### config.mk
export PLATFORM = sky130hd
export DESIGN_NAME = fuzz_misr
export DESIGN_NICKNAME = d
export VERILOG_FILES = /design/src/rtl/fuzz_response_checker_misr.sv
export SDC_FILE = /design/constraint.sdc
export NUM_CORES = 1
export LEC_CHECK = 0
export ABC_CLOCK_PERIOD_IN_PS = 2530
export CAP_MARGIN = 20
export CORE_MARGIN = 5
export CORE_UTILIZATION = 46
export DETAILED_ROUTE_END_ITERATION = 10
export PLACE_DENSITY_LB_ADDON = 0.25
export SLEW_MARGIN = 20
export SYNTH_ARGS = -nofsm -noshare
export SYNTH_HDL_FRONTEND = slang
export SYNTH_SLANG_ARGS = --single-unit
### constraint.sdc
create_clock -name clk -period 2.53 [get_ports clk]
set_input_delay 0.506 -clock clk [delete_from_list [all_inputs] [get_ports clk]]
set_output_delay 0.506 -clock clk [all_outputs]
set_load 0.01 [all_outputs]
### src/rtl/fuzz_response_checker_misr.sv
// Multiple-input signature register folding one data word per enabled cycle.
module fuzz_misr #(
  parameter int WIDTH = 82,
  parameter logic [WIDTH-1:0] POLY = '0
) (
  input  logic             clk,
  input  logic             rst,
  input  logic             clr,
  input  logic             en,
  input  logic [WIDTH-1:0] d,
  output logic [WIDTH-1:0] sig
);
  always_ff @(posedge clk) begin
    if (rst || clr) begin
      sig <= '0;
    end else if (en) begin
      sig <= {sig[WIDTH-2:0], 1'b0} ^ (sig[WIDTH-1] ? POLY : {WIDTH{1'b0}}) ^ d;
    end
  end
endmodule

==> flow_summary.ini <==
[power]
ir_drop_v = 0.000344
static-leakage-power_nw = 1.86
power.density_cell_area_mw_per_mm2 = 516

[final_layout]
largest_reg_flops = 82
registers.top_by_ff_count = sig
reg.largest.list = sig x82
post_layout_nets = 597
final_layout_size_suffix_gt1_share_pct = 19.4
synthToLayoutAreaGrowth_pct = 47.6
num_antenna_cells = 0
final_design_area_no_fill_mm2 = 0.00576

[routing]
routed_wire_length_per_instance_um = 14.8
avgViaCountPerCell = 4.88
drt_pass1_iterations = 4
drc_errors = 0
dr.first_iter.drc_count = 72
vias = 3031
ant_nets = 0
wl_mm = 9.18

[floorplanning]
die_height_um = 102
initial_utilization_pct = 47.2
io_pins = 168
num_rows = 33
core_area_mm2 = 0.00826
total_die_area_mm2 = 0.0104
die_w_um = 102

[synth]
synth_compound_gate_area_share_pct = 25.7
post_synth_xor_area_fraction_pct = 18.2
share_of_synthesized_cell_area_in_and_or_nand_and_nor_gates_pct = 8.05
synth.yosys.seq_area_share_pct = 42.1
largest_family_of_logic_cells_by_synthesized_area = compound AO/OA/AOI/OAI gates
synth_fp_nets = 441
postSynthCellCount = 355
yosys_warnings = 0
synth.distinct_cells = 10
postSynthRegisterBits = 82
syn_avg_cell_area_um2 = 11.0
synth_fa_ha_area_share_pct = 0
netlist_area_mm2 = 0.00390
share_of_synthesized_area_spent_on_multiplexers_pct = 0.257

[critical_path]
cp_slowest_stage_delay_ns = 0.57
r2r.worst_path.cells = 2
crit_path_cell_trace = clkdlybuf4s50_1
timing_worst_setup_path_type = register to primary output
cp_max_fo = 3
worst-path-stages = 1
endpoint_kind = primary output
cp.arrival_ns = 1.30
crit_start_category = register
worst_ep_required_time_ns = 2.02
cp_top_family = buffers and inverters
worstPathBufferInverterCount = 1
critical_path.slowest_cell = clkdlybuf4s50_1

[clock_tree]
cts_inserted_buffers = 9
cts.path.max_buffers = 2
clock-sinks = 82
cts.clk_slew.worst_paths_ns = 0.08
cts_root_buf = clkbuf_8
cts_tree = built
post_cts_resized = 0
clock_latency_of_the_later_clocked_register_in_the_worst_skew_pair_ns = 0.34
postCtsHoldBufs = 0
number_of_h_tree_levels = 3
post_cts_repair_setup_buffers = 0

[sta]
final_critical_path_time_including_i_o_delays_and_setup_ns = 1.81
hold_viol_final = 0
final-max-slew-violation-count = 0
final_worst_path_cycle_share_pct = 71.4
max_clock_freq_ghz = 0.553
rsz0062_at_grt = no
timing.slew.headroom_pct = 62.3
skew_ns = 0.00856
finalSetupViolCount = 0
worst_pin_slew_ns = 0.566
fin_tns_setup_ns = 0

[hold_path]
min_path_type = register to register
worst_hold_path.num_cells = 2

[grt]
grt_start_max_net_pins = 83
first_global_vias = 3118
grtUsageTotal_pct = 17.7
grt-ovfl-total = 0
wire_length_of_the_first_global_routing_pass_mm = 14.7
antenna_violations_before_repair = 0

[place]
buffer_ports.inserted = 167
post-dp-hpwl_mm = 6.75
routabilityCongestion = 0.723
dpl_cell_area_mm2 = 0.00556

[job]
max_cap_violations = 0

[status]
run_status = complete, no violations
Yosys cell counts:
| master | number | share of area [%] |
|---|---|---|
| buf_2 | 9 | 1.2 |
| or2_1 | 1 | 0.16 |
| buf_4 | 7 | 1.3 |
| xnor2_1 | 81 | 18 |
| a211oi_2 | 79 | 25 |
| buf_6 | 11 | 3.2 |
| dfxtp_1 | 82 | 42 |
| mux2i_1 | 1 | 0.26 |
| a211oi_1 | 2 | 0.38 |
| nor2_1 | 82 | 7.9 |
cell families (layout without fill, tap and decap cells):
group	Yosys count	in the layout
muxes	1	1
DFF	82	82
buffers and inverters	27	188
AOI/OAI and AO/OA	81	81
and+or+nand+nor	83	83
xor gates and xnor gates	81	81
layout by cell type (no fill, tap or decap), types with 2 or more instances in the layout:
cell             instances
clkdlybuf4s50_1        166
a211oi_1                 2
xnor2_1                 81
buf_4                    2
clkbuf_8                10
a211oi_2                79
buf_12                   3
clkbuf_1                 2
nor2_1                  82
dfxtp_1                 82
path summary, 6_finish.rpt:
| path | from | slack, ns | to |
|---|---|---|---|
| min | sig[81] | 0.51 | sig[81] |
| min reg2reg | sig[81] | 0.51 | sig[81] |
| max | sig[47] | 0.72 | sig[47] |
| max reg2reg | sig[22] | 1.73 | sig[23] |
through the flow:
| step | std cells | hold slack (ns) | utilization (%) | worst slack (ns) | power, W |
|---|---|---|---|---|---|
| after floorplan | 355 | 0.520 | - | 1.32 | 0.00178 |
| after global placement | 605 | 0.494 | 67.3 | 0.736 | 0.00206 |
| after detailed placement | 605 | 0.504 | 67.3 | 0.729 | 0.00207 |
| after CTS | 621 | 0.515 | 69.7 | 0.689 | 0.00301 |
| after global routing | 621 | 0.538 | 69.7 | 0.648 | 0.00311 |
| final | 621 | 0.510 | 69.7 | 0.723 | 0.00297 |
area by class of cell:
cell class	instances	area (um2)
clock buffer	12	145
clock inverter	4	51.3
fill	659	2500
multi-input combinational	246	2040
sequential	82	1640
tap	105	131
timing repair buffer	172	1750
tightest hold or removal path, stage by stage, from the launching register on:
cell	delay [ns]
dfxtp_1	0.32
nor2_1	0.10
a211oi_1	0.05
where the power goes:
| group | internal, W | switching, W | leakage [nW] |
|---|---|---|---|
| sequential | 0.00135 | 0.0000569 | 0.672 |
| clock | 0.000484 | 0.000449 | 0.0966 |
| combinational | 0.000360 | 0.000268 | 1.09 |
| total | 0.00219 | 0.000774 | 1.86 |
per-layer routing:
metal / vias up / part of all wire (%) / GRT usage, %
met1: 1414 / 41 / 20.6
met3: 7 / 6.9 / 5.05
met5: - / 0 / 0
li1: 1523 / - / -
met2: 87 / 51 / 31.4
met4: 0 / 1.0 / 5.15
No activity file was read; power rests on OpenSTA's default activity.
